File: config.mk
export PLATFORM = sky130hd
export DESIGN_NAME = cmplx_mult_arbiter
export DESIGN_NICKNAME = d
export VERILOG_FILES = /design/src/rtl/cmplx_mult_arbiter.sv
export SDC_FILE = /design/constraint.sdc
export NUM_CORES = 1
export LEC_CHECK = 0
export BUFFER_PORTS_ARGS = -buffer_cell sky130_fd_sc_hd__buf_4
export CAP_MARGIN = 20
export CORE_MARGIN = 1.5
export CORE_UTILIZATION = 35
export DETAILED_ROUTE_END_ITERATION = 12
export PLACE_DENSITY_LB_ADDON = 0.15
export RECOVER_POWER = 100
export SKIP_CTS_REPAIR_TIMING = 1
export SYNTH_ARGS = -nofsm -noshare
export SYNTH_HDL_FRONTEND = slang
export SYNTH_SLANG_ARGS = --single-unit
File: constraint.sdc
create_clock -name clk -period 3.1 [get_ports clk]
set_clock_uncertainty 0.1 [all_clocks]
set_input_delay 0 -clock clk [delete_from_list [all_inputs] [get_ports clk]]
set_output_delay 0 -clock clk [all_outputs]
set_load 0.02 [all_outputs]
File: src/rtl/cmplx_mult_arbiter.sv
// Round-robin arbiter sharing one complex multiplier between two valid/ready requesters.
// Define CMPLX_ARB_TIMEOUT_EN to enable the ISSUE/WAIT_RES watchdog (err_timeout pulse).
module cmplx_mult_arbiter #(
  parameter int OP_W        = 32,
  parameter int RES_W       = 34,
  parameter int TIMEOUT_CYC = 64
) (
  input  logic             clk,
  input  logic             rst,
  input  logic             req0_op_val,
  output logic             req0_op_ready,
  input  logic [OP_W-1:0]  req0_op,
  output logic             req0_res_val,
  input  logic             req0_res_ready,
  output logic [RES_W-1:0] req0_res,
  input  logic             req1_op_val,
  output logic             req1_op_ready,
  input  logic [OP_W-1:0]  req1_op,
  output logic             req1_res_val,
  input  logic             req1_res_ready,
  output logic [RES_W-1:0] req1_res,
  output logic             mult_op_val,
  input  logic             mult_op_ready,
  output logic [OP_W-1:0]  mult_op,
  input  logic             mult_res_val,
  output logic             mult_res_ready,
  input  logic [RES_W-1:0] mult_res,
  output logic             grant_id,
  output logic             busy,
  output logic             err_timeout
);

  typedef enum logic [1:0] {IDLE, ISSUE, WAIT_RES, DELIVER} state_t;

  state_t           state_q;
  logic             last_grant_q;
  logic             grant_q;
  logic             busy_q;
  logic             mult_op_val_q;
  logic             mult_res_ready_q;
  logic [1:0]       res_val_q;
  logic [OP_W-1:0]  op_q;
  logic [RES_W-1:0] res_q;

  logic             in_idle;
  logic             win_valid;
  logic             win_id;
  logic [OP_W-1:0]  op_d;
  logic             res_ready_sel;

  // On a tie the requester that did not win last time gets the slot.
  assign in_idle       = (state_q == IDLE);
  assign win_valid     = req0_op_val | req1_op_val;
  assign win_id        = (req0_op_val & req1_op_val) ? ~last_grant_q : req1_op_val;
  assign op_d          = win_id ? req1_op : req0_op;
  assign res_ready_sel = grant_q ? req1_res_ready : req0_res_ready;

  assign req0_op_ready = in_idle & req0_op_val & ~win_id;
  assign req1_op_ready = in_idle & req1_op_val & win_id;

`ifdef CMPLX_ARB_TIMEOUT_EN
  localparam int CNT_W = $clog2(TIMEOUT_CYC + 1);

  logic [CNT_W-1:0] tmo_cnt_q;
  logic             err_q;
  logic             tmo_hit;

  // A result arriving on the expiry cycle still completes normally.
  assign tmo_hit = ((state_q == ISSUE) || (state_q == WAIT_RES))
                 && (tmo_cnt_q == CNT_W'(TIMEOUT_CYC - 1))
                 && !((state_q == WAIT_RES) && mult_res_val);
  assign err_timeout = err_q;
`else
  // Watchdog compiled out: the output is constant 0 (TIMEOUT_CYC is never negative).
  assign err_timeout = (TIMEOUT_CYC < 0);
`endif

  always_ff @(posedge clk) begin
    if (rst) begin
      state_q          <= IDLE;
      last_grant_q     <= 1'b1;
      grant_q          <= 1'b0;
      busy_q           <= 1'b0;
      mult_op_val_q    <= 1'b0;
      mult_res_ready_q <= 1'b0;
      res_val_q        <= 2'b00;
      op_q             <= '0;
      res_q            <= '0;
`ifdef CMPLX_ARB_TIMEOUT_EN
      tmo_cnt_q        <= '0;
      err_q            <= 1'b0;
`endif
    end else begin
`ifdef CMPLX_ARB_TIMEOUT_EN
      err_q <= 1'b0;
`endif
      unique case (state_q)
        IDLE: begin
          if (win_valid) begin
            op_q          <= op_d;
            grant_q       <= win_id;
            busy_q        <= 1'b1;
            mult_op_val_q <= 1'b1;
            state_q       <= ISSUE;
`ifdef CMPLX_ARB_TIMEOUT_EN
            tmo_cnt_q     <= '0;
`endif
          end
        end
        ISSUE: begin
          if (mult_op_ready) begin
            mult_op_val_q    <= 1'b0;
            mult_res_ready_q <= 1'b1;
            state_q          <= WAIT_RES;
          end
        end
        WAIT_RES: begin
          if (mult_res_val) begin
            res_q            <= mult_res;
            mult_res_ready_q <= 1'b0;
            res_val_q        <= grant_q ? 2'b10 : 2'b01;
            state_q          <= DELIVER;
          end
        end
        DELIVER: begin
          if (res_ready_sel) begin
            last_grant_q <= grant_q;
            res_val_q    <= 2'b00;
            busy_q       <= 1'b0;
            state_q      <= IDLE;
          end
        end
      endcase
`ifdef CMPLX_ARB_TIMEOUT_EN
      if ((state_q == ISSUE) || (state_q == WAIT_RES)) begin
        tmo_cnt_q <= tmo_cnt_q + 1'b1;
      end
      // Abandon the transaction: later assignments override the case above.
      if (tmo_hit) begin
        err_q            <= 1'b1;
        last_grant_q     <= grant_q;
        busy_q           <= 1'b0;
        mult_op_val_q    <= 1'b0;
        mult_res_ready_q <= 1'b0;
        state_q          <= IDLE;
      end
`endif
    end
  end

  assign mult_op_val    = mult_op_val_q;
  assign mult_op        = op_q;
  assign mult_res_ready = mult_res_ready_q;
  assign req0_res_val   = res_val_q[0];
  assign req1_res_val   = res_val_q[1];
  assign req0_res       = res_q;
  assign req1_res       = res_q;
  assign grant_id       = grant_q;
  assign busy           = busy_q;

endmodule

==> results.yml, run 1 <==
yosys:
  ys_ff_latch: 75
  synthMuxAreaShare_pct: 10.1
  synth_top_family_by_area: "compound AO/OA/AOI/OAI gates"
  post_synth_fa_ha_maj_area_fraction_pct: 2.17
  synth_edf_count: 0
  netlist.area_leader.share_pct: 43.3
  synth.cells.most_frequent: "75 x sky130_fd_sc_hd__dfxtp_1, 72 x sky130_fd_sc_hd__nand2_1, 39 x sky130_fd_sc_hd__a21oi_1"
  synthesis.instances: 392
  synthesis.area_sq_mm: 0.00347
  synth_area_leaders: "sky130_fd_sc_hd__dfxtp_1 43%, sky130_fd_sc_hd__mux2i_1 10%, sky130_fd_sc_hd__buf_4 7.8%, sky130_fd_sc_hd__nand2_1 7.8%, sky130_fd_sc_hd__a211oi_1 6.9%"
  seq_area_frac_synth_pct: 43.3
  number_of_distinct_library_cells_after_synthesis: 35
  synth_area_per_cell_sq_um: 8.84
  post-synth-top-count-cell: "sky130_fd_sc_hd__dfxtp_1"
  synth-xor-area-share_pct: 0
  synth_simple_gate_area_share_pct: 15.0
  yosys_warnings: 0
  synth_compound_gate_area_share_pct: 16.6
  number_of_nets_in_the_synthesized_netlist: 504
  ys.flop_type: "sky130_fd_sc_hd__dfxtp_1"
  post-synth-top-area-cell: "sky130_fd_sc_hd__dfxtp_1"
  synthArstFlopShare_pct: 0
clock_tree:
  clock_tree_from_tritoncts: "built"
  cts_sinks: 75
  clkLatencyLatePin_ns: 0.34
  clock_tree.htree_level_count: 3
  numCtsBuffers: 9
  worst_setup_hold_path_clk_slew_ns: 0.08
  root_buffer: "sky130_fd_sc_hd__clkbuf_8"
  ctsLongestPathBuffers: 2
sta:
  finalWorstPathRequiredPeriod_ns: 2.60
  setup_tns_ns: 0
  tightestPinTransition_ns: 1.13
  setup-violations-final: 0
  whs_ns: -0.0575
  final_max_slew_viol_count: 0
  unrepaired_setup_endpoints_after_global_routing: "false"
  timing.max_slew.rel_slack_pct: 24.9
  finalHoldViolations: 1
  period_share_pct: 83.9
  fmax_ghz: 0.385
floorplanning:
  initial_core_util_pct: 35.8
  placeableCoreArea_sq_mm: 0.00968
  die_width_um: 103
  ios: 215
  die_h_um: 103
  core.rowCount: 36
  floorplan.die_area_sq_mm: 0.0105
critical_path:
  critical-path-slowest-cell: "sky130_fd_sc_hd__clkbuf_2"
  arrival_ns: 2.76
  worst_setup_path_start_kind: "flop"
  timing.critical_path.required_ns: 3.26
  cp_max_fo: 35
  critical_path.endpoint_type: "flop"
  worstPathCellList: "a21boi_4, clkbuf_2, mux2i_1, dlygate4sd3_1, a211oi_1"
  critical-path-top-delay-family: "buffers and inverters"
  cpPeakStageDelay_ns: 0.85
  total_buffers_and_inverters_traversed_by_the_critical_path: 2
  crit_path_kind: "flop to flop"
grt:
  use_met2_pct: 26.6
  gr-usage-met1_pct: 19.0
  grt_overflow_total: 0
  grt_antenna_before_repair: 0
  top_usage_layer: "met2"
  groute.usage.overall_pct: 16.3
  first_pass_grt_wire_length_um: 13200
  maximum_number_of_pins_on_one_net_before_global_route_repair: 78
  met3_usage_pct: 6.03
  grt_pass1_vias: 2747
layout:
  fillers: 915
  finish.net_count: 773
  antenna_cells_inserted: 0
  seqCellArea_sq_mm: 0.00150
  multi_input_area_sq_mm: 0.00151
  final_area_sq_mm: 0.00566
  syn_to_final_growth_pct: 63.4
  fraction_of_final_layout_cells_with_drive_strength_greater_than_1_pct: 19.4
placement:
  placement.cell_area_sq_mm: 0.00484
  dp.final_hpwl_um: 6770
  place_congestion: 0.791
  port_buffer_count: 213
detailed_routing:
  post-route-drc-count: 0
  route.antenna.remaining_nets: 0
  routed-via-count: 3632
  vias_per_std_cell: 4.55
  dr.first_iter.drc_count: 59
  drt-total-wl_um: 10700
  detail_route.wl_per_cell_um: 13.4
  dr.pass1.iters: 4
flow_run:
  max_cap_violations: 0
outcome:
  violations: "negative hold slack"
  run_status: "finished, violations left"
power:
  peak_supply_drop_mv: 0.354
  power_leakage_nw: 2.29
  power-per-cell-area_mw_per_mm2: 650
min_path:
  hp-class: "input pin to flop"
-- final cells by class --
type / count / share of cell area, %
well taps: 133 / 2.94
clock buffers: 11 / 2.67
repair buffers: 320 / 39.8
inverters: 2 / 0.133
multi-input cells: 253 / 26.6
clock inverters: 5 / 1.33
flip-flops and latches: 75 / 26.5
-- final timing paths --
| path | slack [ns] | startpoint | cells after the start | to |
|---|---|---|---|---|
| max | 0.50 | last_grant_q$_SDFFE_PP1P_ | 5 | mult_op[18]$_SDFFE_PP0P_ |
| min | -0.06 | req1_op_val | 4 | busy$_SDFFE_PP0P_ |
| max reg2reg | 0.50 | last_grant_q$_SDFFE_PP1P_ | 5 | mult_op[18]$_SDFFE_PP0P_ |
| min reg2reg | 0.37 | req0_res[31]$_SDFFE_PP0P_ | 2 | req0_res[31]$_SDFFE_PP0P_ |
-- where the power goes --
| part | leakage (nW) | total (mW) | internal [mW] | switching (mW) |
|---|---|---|---|---|
| combinational | 1.55 | 1.49 | 0.585 | 0.901 |
| clock | 0.119 | 0.841 | 0.493 | 0.348 |
| sequential | 0.615 | 1.35 | 1.20 | 0.151 |
-- cells by family after synthesis --
| group | Yosys count |
|---|---|
| DFF | 75 |
| AOI/OAI and AO/OA | 86 |
| and+or+nand+nor | 125 |
| muxes | 35 |
| buffers and inverters | 64 |
| other | 1 |
| adders and majority gates | 6 |
-- placed cells by master (no fill, tap or decap), types with 2 or more instances in the layout --
master                          count
sky130_fd_sc_hd__a31oi_1            3
sky130_fd_sc_hd__mux2i_1           35
sky130_fd_sc_hd__nor2b_1            3
sky130_fd_sc_hd__clkbuf_8          11
sky130_fd_sc_hd__clkinv_2           3
sky130_fd_sc_hd__nor2_1            36
sky130_fd_sc_hd__ha_1               6
sky130_fd_sc_hd__a211oi_1          32
sky130_fd_sc_hd__nand2b_1           5
sky130_fd_sc_hd__dfxtp_1           75
sky130_fd_sc_hd__inv_1              2
sky130_fd_sc_hd__a21oi_1           39
sky130_fd_sc_hd__nand2_1           72
sky130_fd_sc_hd__buf_4            110
sky130_fd_sc_hd__clkbuf_1         107
sky130_fd_sc_hd__a2111oi_0          2
sky130_fd_sc_hd__nand3_1            2
sky130_fd_sc_hd__dlygate4sd3_1    102
sky130_fd_sc_hd__bufinv_16          2
sky130_fd_sc_hd__o21ai_0            2
sky130_fd_sc_hd__o21bai_1           2
-- through the flow --
step | setup slack, ns | hold WS (ns) | cells | power [mW] | utilization [%]
6_report | 0.500 | -0.0575 | 799 | 3.68 | 58.5
5_1_grt | 0.364 | -0.0333 | 799 | 3.92 | 58.5
4_1_cts | 1.04 | -0.234 | 697 | 3.80 | 52.4
3_5_place_dp | 1.05 | 0.137 | 681 | 2.95 | 50.0
3_3_place_gp | 1.15 | 0.146 | 681 | 2.92 | 50.0
2_1_floorplan | 1.48 | 0.0165 | 392 | 2.36 | -
-- worst reg2reg max path, stage by stage, from the launching register on --
cell                            delay, ns
sky130_fd_sc_hd__dfxtp_1             0.35
sky130_fd_sc_hd__a21boi_4            0.12
sky130_fd_sc_hd__clkbuf_2            0.85
sky130_fd_sc_hd__mux2i_1             0.23
sky130_fd_sc_hd__dlygate4sd3_1       0.63
sky130_fd_sc_hd__a211oi_1            0.24
-- per-layer routing --
layer / part of all wire [%] / vias to the layer above
li1: - / 1838
met1: 42 / 1615
met2: 48 / 169
met3: 9.1 / 10
met4: 1.2 / 0
met5: 0 / -
-- registers in the layout, summed over array words and instances, names as in the netlist --
| signal | flops |
|---|---|
| req0_res | 34 |
| mult_op | 32 |
| res_val_q | 2 |
| state_q | 2 |
| busy | 1 |
| grant_id | 1 |
| last_grant_q | 1 |
| mult_op_val | 1 |
| mult_res_ready | 1 |
(Power assumes the default switching activity.)
==> inputs of run 2 (changes only) <==
- ABC_AREA: not set -> 1
- clock period: 3.1 -> 2.4 ns (I/O delays scaled with it)
==> run 2 against run 1 <==
Compared with the run above: the flow still finishes with violations (negative hold slack); count of clock-buffer cells in the layout is 1 higher; maximum frequency is 15% higher; total power is 49% higher; core utilization is 0.69 points higher; cell area is 3.5% higher; combinational power is 67% higher; wire length is 8.0% higher; largest cell class unchanged.
==> results.yml, run 2 <==
clock_tree:
  numCtsBuffers: 9
  cts_sinks: 75
  clock_tree.htree_level_count: 3
  worst_setup_hold_path_clk_slew_ns: 0.08
  clock_tree_from_tritoncts: "built"
  root_buffer: "sky130_fd_sc_hd__clkbuf_8"
  clkLatencyLatePin_ns: 0.34
  ctsLongestPathBuffers: 2
critical_path:
  arrival_ns: 2.39
  worst_r2r_startpoint: "state_q[0]$_SDFFE_PP0P_"
  crit_startpoint: "state_q[0]$_SDFFE_PP0P_"
  crit_path_kind: "flop to flop"
  timing.critical_path.required_ns: 2.53
  worst_setup_path_start_kind: "flop"
  cp_max_fo: 65
  critical_path.endpoint_type: "flop"
layout:
  fraction_of_final_layout_cells_with_drive_strength_greater_than_1_pct: 19.0
  fillers: 1002
  antenna_cells_inserted: 0
  fin_util_pct: 59.2
  finish.net_count: 888
  syn_to_final_growth_pct: 61.9
  leading_cell_type_in_the_layout_fill_and_taps_excluded: "sky130_fd_sc_hd__nand2_1"
  largest_register_ffs: 34
  top_library_cells_by_usage_in_the_layout_fill_and_taps_aside: "119 x sky130_fd_sc_hd__nand2_1, 110 x sky130_fd_sc_hd__clkbuf_1, 109 x sky130_fd_sc_hd__buf_4"
floorplanning:
  initial_core_util_pct: 36.5
  core.rowCount: 36
  placeableCoreArea_sq_mm: 0.00991
  floorplan.die_area_sq_mm: 0.0110
  die_h_um: 105
  ios: 215
  die_width_um: 105
sta:
  timing.max_slew.rel_slack_pct: 63.2
  period_share_pct: 94.0
  final_max_slew_viol_count: 0
  fmax_ghz: 0.443
  post-route-worst-setup-slack_ns: 0.143
  whs_ns: -0.0355
  tightestPinTransition_ns: 0.552
  finalWorstPathRequiredPeriod_ns: 2.26
  setup-violations-final: 0
  finalHoldViolations: 2
grt:
  maximum_number_of_pins_on_one_net_before_global_route_repair: 66
  grt_pass1_vias: 3474
  first_pass_grt_wire_length_um: 16100
  grt_overflow_total: 0
  grt_antenna_before_repair: 0
  groute.usage.overall_pct: 17.8
placement:
  dp.final_hpwl_um: 7250
  port_buffer_count: 213
  place_ws_ns: 0.590
  place_congestion: 0.747
outcome:
  violations: "negative hold slack"
  run_status: "finished, violations left"
detailed_routing:
  vias_per_std_cell: 4.53
  routed-via-count: 4139
  drt-total-wl_um: 11500
  post-route-drc-count: 0
  detail_route.wl_per_cell_um: 12.6
  dr.pass1.iters: 4
  route.antenna.remaining_nets: 0
  dr.first_iter.drc_count: 173
min_path:
  hp-class: "input pin to flop"
  hp-start: "req0_res_ready"
yosys:
  post-synth-top-area-cell: "sky130_fd_sc_hd__dfxtp_1"
  yosys_warnings: 0
  ys_ff_latch: 75
  post-synth-top-count-cell: "sky130_fd_sc_hd__nand2_1"
  synth_area_leaders: "sky130_fd_sc_hd__dfxtp_1 41%, sky130_fd_sc_hd__nand2_1 12%, sky130_fd_sc_hd__buf_4 7.9%, sky130_fd_sc_hd__nor2_1 7.7%, sky130_fd_sc_hd__o21ai_0 6.2%"
  netlist.area_leader.share_pct: 41.5
  ys.flop_type: "sky130_fd_sc_hd__dfxtp_1"
  synthArstFlopShare_pct: 0
  synth_area_per_cell_sq_um: 7.14
  synth.cells.most_frequent: "119 x sky130_fd_sc_hd__nand2_1, 75 x sky130_fd_sc_hd__dfxtp_1, 74 x sky130_fd_sc_hd__nor2_1"
  number_of_nets_in_the_synthesized_netlist: 619
  synthesis.instances: 507
  synth_edf_count: 0
  seq_area_frac_synth_pct: 41.5
  number_of_distinct_library_cells_after_synthesis: 25
  synthesis.area_sq_mm: 0.00362
flow_run:
  max_cap_violations: 0
power:
  power-per-cell-area_mw_per_mm2: 938
  power_leakage_nw: 2.69
  peak_supply_drop_mv: 0.540
-- run 2: cell count changes after synthesis, moves of 11 or more --
cell | before | now
sky130_fd_sc_hd__clkinv_1 | 0 | 11
sky130_fd_sc_hd__nand2_1 | 72 | 119
sky130_fd_sc_hd__nor2_1 | 36 | 74
sky130_fd_sc_hd__inv_1 | 2 | 36
sky130_fd_sc_hd__o21ai_0 | 2 | 45
sky130_fd_sc_hd__a211oi_1 | 32 | 0
sky130_fd_sc_hd__mux2i_1 | 35 | 0
sky130_fd_sc_hd__o21ai_1 | 0 | 22
sky130_fd_sc_hd__a21oi_2 | 0 | 22
sky130_fd_sc_hd__a21oi_1 | 39 | 14
-- run 2: layout make-up --
type	count	area (sq um)	area share [%]
clock buffers	12	135	2.31
clock inverters	4	98.8	1.69
inverters	50	188	3.20
multi-input cells	321	1510	25.7
flip-flops and latches	75	1500	25.6
well taps	133	166	2.84
repair buffers	319	2270	38.7
-- run 2: cell families (layout without fill, tap and decap cells) --
kind of cell | after synthesis | in the layout | share of synthesized area (%)
buffers and inverters | 111 | 385 | 16.6
adder cells (fa/ha/maj) | 6 | 6 | 2.07
AND/OR/NAND/NOR | 206 | 206 | 22.0
other | 1 | 1 | 0.104
flip-flops | 75 | 75 | 41.5
AO/OA/AOI/OAI | 108 | 108 | 17.8
-- run 2: metal layers --
metal	wire length, um	share of wire (%)	track usage (%)
met5	0	0	0
met4	176	1.5	6.07
met3	941	8.2	6.86
met2	5580	48	30.9
met1	4840	42	19.9
-- run 2: critical path, stage by stage, from the launching register on --
cell and delay (ns):
sky130_fd_sc_hd__dfxtp_1 0.34, sky130_fd_sc_hd__inv_1 0.15, sky130_fd_sc_hd__ha_1 0.26, sky130_fd_sc_hd__inv_1 0.10, sky130_fd_sc_hd__a21oi_4 0.14, sky130_fd_sc_hd__buf_12 0.28
sky130_fd_sc_hd__nand2_1 0.08, sky130_fd_sc_hd__inv_1 0.07, sky130_fd_sc_hd__a21oi_2 0.05, sky130_fd_sc_hd__dlygate4sd3_1 0.56
-- run 2: path summary, 6_finish.rpt --
kind                                                 end  slack [ns]  cells past startpoint
worst min-delay path                   busy$_SDFFE_PP0P_       -0.04                      6
worst max-delay path            mult_op[23]$_SDFFE_PP0P_        0.14                      9
worst max register to register  mult_op[23]$_SDFFE_PP0P_        0.14                      9
worst min register to register  mult_op_val$_SDFFE_PP0P_        0.35                      2
-- run 2: metrics by stage --
| stage | instances | setup TNS [ns] | hold slack (ns) | instance area [sq um] | total power, mW |
|---|---|---|---|---|---|
| after global routing | 914 | -0.00825 | 0.0114 | 5860 | 5.89 |
| after floorplan | 507 | 0 | -0.0309 | 3620 | 3.65 |
| final | 914 | 0 | -0.0355 | 5860 | 5.50 |
| after CTS | 814 | 0 | -0.284 | 5300 | 5.75 |
| after global placement | 798 | 0 | 0.0955 | 5060 | 4.54 |
| after detailed placement | 798 | 0 | 0.0968 | 5060 | 4.57 |
-- run 2: report_power, final --
part	switching, mW	internal (mW)
Combinational	1.61	0.889
Sequential	0.228	1.62
Clock	0.463	0.695
==> inputs of run 3 (changes only) <==
- BUFFER_PORTS_ARGS: -buffer_cell sky130_fd_sc_hd__buf_4 -> not set
- CTS_CLUSTER_DIAMETER: not set -> 80
- DONT_BUFFER_PORTS: not set -> 1
==> run 3 against run 2 <==
Compared with the run above: the flow still finishes with violations (negative hold slack); clock power decreased by 19%; count of clock-buffer cells in the layout increased by 3; largest cell class is now flip-flops and latches; combinational power decreased by 45%; core utilization decreased by 12 points; largest power group is now registers; critical path type unchanged; first-iteration DRC count increased by 21%; highest routed layer unchanged.
==> results.yml, run 3 (synthesis results as in run 2) <==
outcome:
  run_status: "finished, violations left"
  violations: "negative hold slack"
clock_tree:
  clkLatencyLatePin_ns: 0.34
  ctsLongestPathBuffers: 2
  clock_tree_from_tritoncts: "built"
  clock_tree.htree_level_count: 3
  worst_setup_hold_path_clk_slew_ns: 0.08
  cts_sinks: 75
  root_buffer: "sky130_fd_sc_hd__clkbuf_8"
  numCtsBuffers: 9
layout:
  largest_register_ffs: 34
  fraction_of_final_layout_cells_with_drive_strength_greater_than_1_pct: 6.54
  antenna_cells_inserted: 0
  finish.net_count: 688
  syn_to_final_growth_pct: 30.3
  leading_cell_type_in_the_layout_fill_and_taps_excluded: "sky130_fd_sc_hd__nand2_1"
  top_library_cells_by_usage_in_the_layout_fill_and_taps_aside: "119 x sky130_fd_sc_hd__nand2_1, 111 x sky130_fd_sc_hd__dlygate4sd3_1, 75 x sky130_fd_sc_hd__dfxtp_1"
  final_area_sq_mm: 0.00472
grt:
  grt_overflow_total: 0
  maximum_number_of_pins_on_one_net_before_global_route_repair: 55
  grt_antenna_before_repair: 0
  groute.usage.overall_pct: 16.3
  grt_pass1_vias: 2908
  first_pass_grt_wire_length_um: 14400
critical_path:
  crit_startpoint: "last_grant_q$_SDFFE_PP1P_"
  arrival_ns: 2.38
  critical_path.endpoint_type: "flop"
  timing.critical_path.required_ns: 2.59
  critical-path-top-cell-by-count: "sky130_fd_sc_hd__dlygate4sd3_1"
  worstReg2RegEnd: "mult_op[5]$_SDFFE_PP0P_"
  worstPathCellList: "a21oi_4, nand2_1, dlygate4sd3_1, a21oi_1, dlygate4sd3_1"
  cpPeakStageDelay_ns: 0.57
  cp_max_fo: 11
  total_buffers_and_inverters_traversed_by_the_critical_path: 2
  crit_path_kind: "flop to flop"
  worst-r2r-setup-slack_ns: 0.21
  critical-path-slowest-cell: "sky130_fd_sc_hd__dlygate4sd3_1"
  critical-path-top-delay-family: "buffers and inverters"
  worst_r2r_startpoint: "last_grant_q$_SDFFE_PP1P_"
  worst_r2r_path_depth: 5
  worst_setup_path_start_kind: "flop"
floorplanning:
  floorplan.die_area_sq_mm: 0.0110
  ios: 215
  placeableCoreArea_sq_mm: 0.00991
  die_h_um: 105
  initial_core_util_pct: 36.5
  core.rowCount: 36
  die_width_um: 105
detailed_routing:
  post-route-drc-count: 0
  dr.first_iter.drc_count: 210
  route.antenna.remaining_nets: 0
  routed-via-count: 3390
  detail_route.wl_per_cell_um: 13.7
  drt-total-wl_um: 9790
  dr.pass1.iters: 4
  vias_per_std_cell: 4.75
sta:
  unrepaired_setup_endpoints_after_global_routing: "false"
  setup_tns_ns: 0
  tightestPinTransition_ns: 0.615
  final_max_slew_viol_count: 0
  finalHoldViolations: 2
  finalWorstPathRequiredPeriod_ns: 2.19
  setup-violations-final: 0
  fmax_ghz: 0.456
  timing.max_slew.rel_slack_pct: 59.0
  whs_ns: -0.0101
  period_share_pct: 91.3
power:
  design_power_total_mw: 4.80
  internal_power_mw: 2.69
  share_clk_of_total_power_pct: 19.5
  seqPwrFrac_pct: 52.3
  power.switching_mw: 2.11
  peak_supply_drop_mv: 0.505
  power-per-cell-area_mw_per_mm2: 1020
  share_of_total_power_consumed_by_net_switching_pct: 44.0
  power_leakage_nw: 2.06
  combinational_group_share_of_total_power_pct: 28.2
placement:
  place_congestion: 0.744
  placement.cell_area_sq_mm: 0.00347
  port_buffer_count: 0
  dp.final_hpwl_um: 6300
min_path:
  hp-start: "mult_res_val"
  hold_path_end: "mult_res_ready$_SDFFE_PP0P_"
  hp-class: "input pin to flop"
  hold_depth: 5
flow_run:
  max_cap_violations: 0
## run 3: changes by cell type in the layout (fill, tap and decap cells not counted), moves of 3 or more
cell / delta
sky130_fd_sc_hd__buf_4: -105
sky130_fd_sc_hd__clkbuf_1: -108
sky130_fd_sc_hd__a21oi_2: -7
sky130_fd_sc_hd__clkbuf_8: +4
sky130_fd_sc_hd__a21oi_1: +7
sky130_fd_sc_hd__dlygate4sd3_1: +11
sky130_fd_sc_hd__bufinv_16: -3
## run 3: worst max path at each step
stage,endpoint,slack [ns],cells past startpoint
floorplan,req0_res[0]$_SDFFE_PP0P_,0.92,7
global placement,mult_op[29]$_SDFFE_PP0P_,0.64,8
CTS,mult_op[30]$_SDFFE_PP0P_,0.56,8
detailed placement,mult_op[1]$_SDFFE_PP0P_,0.58,8
finish,mult_op[5]$_SDFFE_PP0P_,0.21,5
global route,mult_op[7]$_SDFFE_PP0P_,0.06,7
## run 3: per-layer routing
metal | vias up | part of all wire (%) | track usage, %
li1 | 1686 | - | -
met2 | 148 | 47 | 27.3
met1 | 1542 | 42 | 17.6
met5 | - | 0 | 0
met3 | 14 | 9.2 | 8.23
met4 | 0 | 1.7 | 6.36
## run 3: stage by stage
stage / setup slack (ns) / std cells / utilization (%) / hold WS, ns
after floorplan: 0.920 / 507 / - / -0.0309
after global placement: 0.639 / 587 / 35.0 / -0.0260
after detailed placement: 0.583 / 587 / 35.0 / -0.0246
after CTS: 0.556 / 603 / 36.9 / -0.405
after global routing: 0.0639 / 714 / 47.6 / 0.0187
final: 0.209 / 714 / 47.6 / -0.0101
## run 3: power groups by stage
stage	Sequential, mW	Clock, mW	Combinational (mW)
6_report	2.51	0.936	1.36
5_1_grt	2.56	1.04	1.57
3_3_place_gp	2.55	0	1.18
2_1_floorplan	2.28	0	1.37
4_1_cts	2.52	0.985	1.22
3_5_place_dp	2.55	0	1.21
## run 3: area by class of cell
cell class	instances	area, sq um
Sequential cell	75	1500
Tap cell	133	166
Clock inverter	1	5.00
Inverter	50	188
Clock buffer	15	186
Multi-Input combinational cell	321	1480
Timing Repair Buffer	119	1190
Fill cell	978	5190
## run 3: worst register-to-register path, cell delays in order (launching register included)
cell and delay (ns):
sky130_fd_sc_hd__dfxtp_1 0.35, sky130_fd_sc_hd__a21oi_4 0.33, sky130_fd_sc_hd__nand2_1 0.11, sky130_fd_sc_hd__dlygate4sd3_1 0.57, sky130_fd_sc_hd__a21oi_1 0.14, sky130_fd_sc_hd__dlygate4sd3_1 0.55
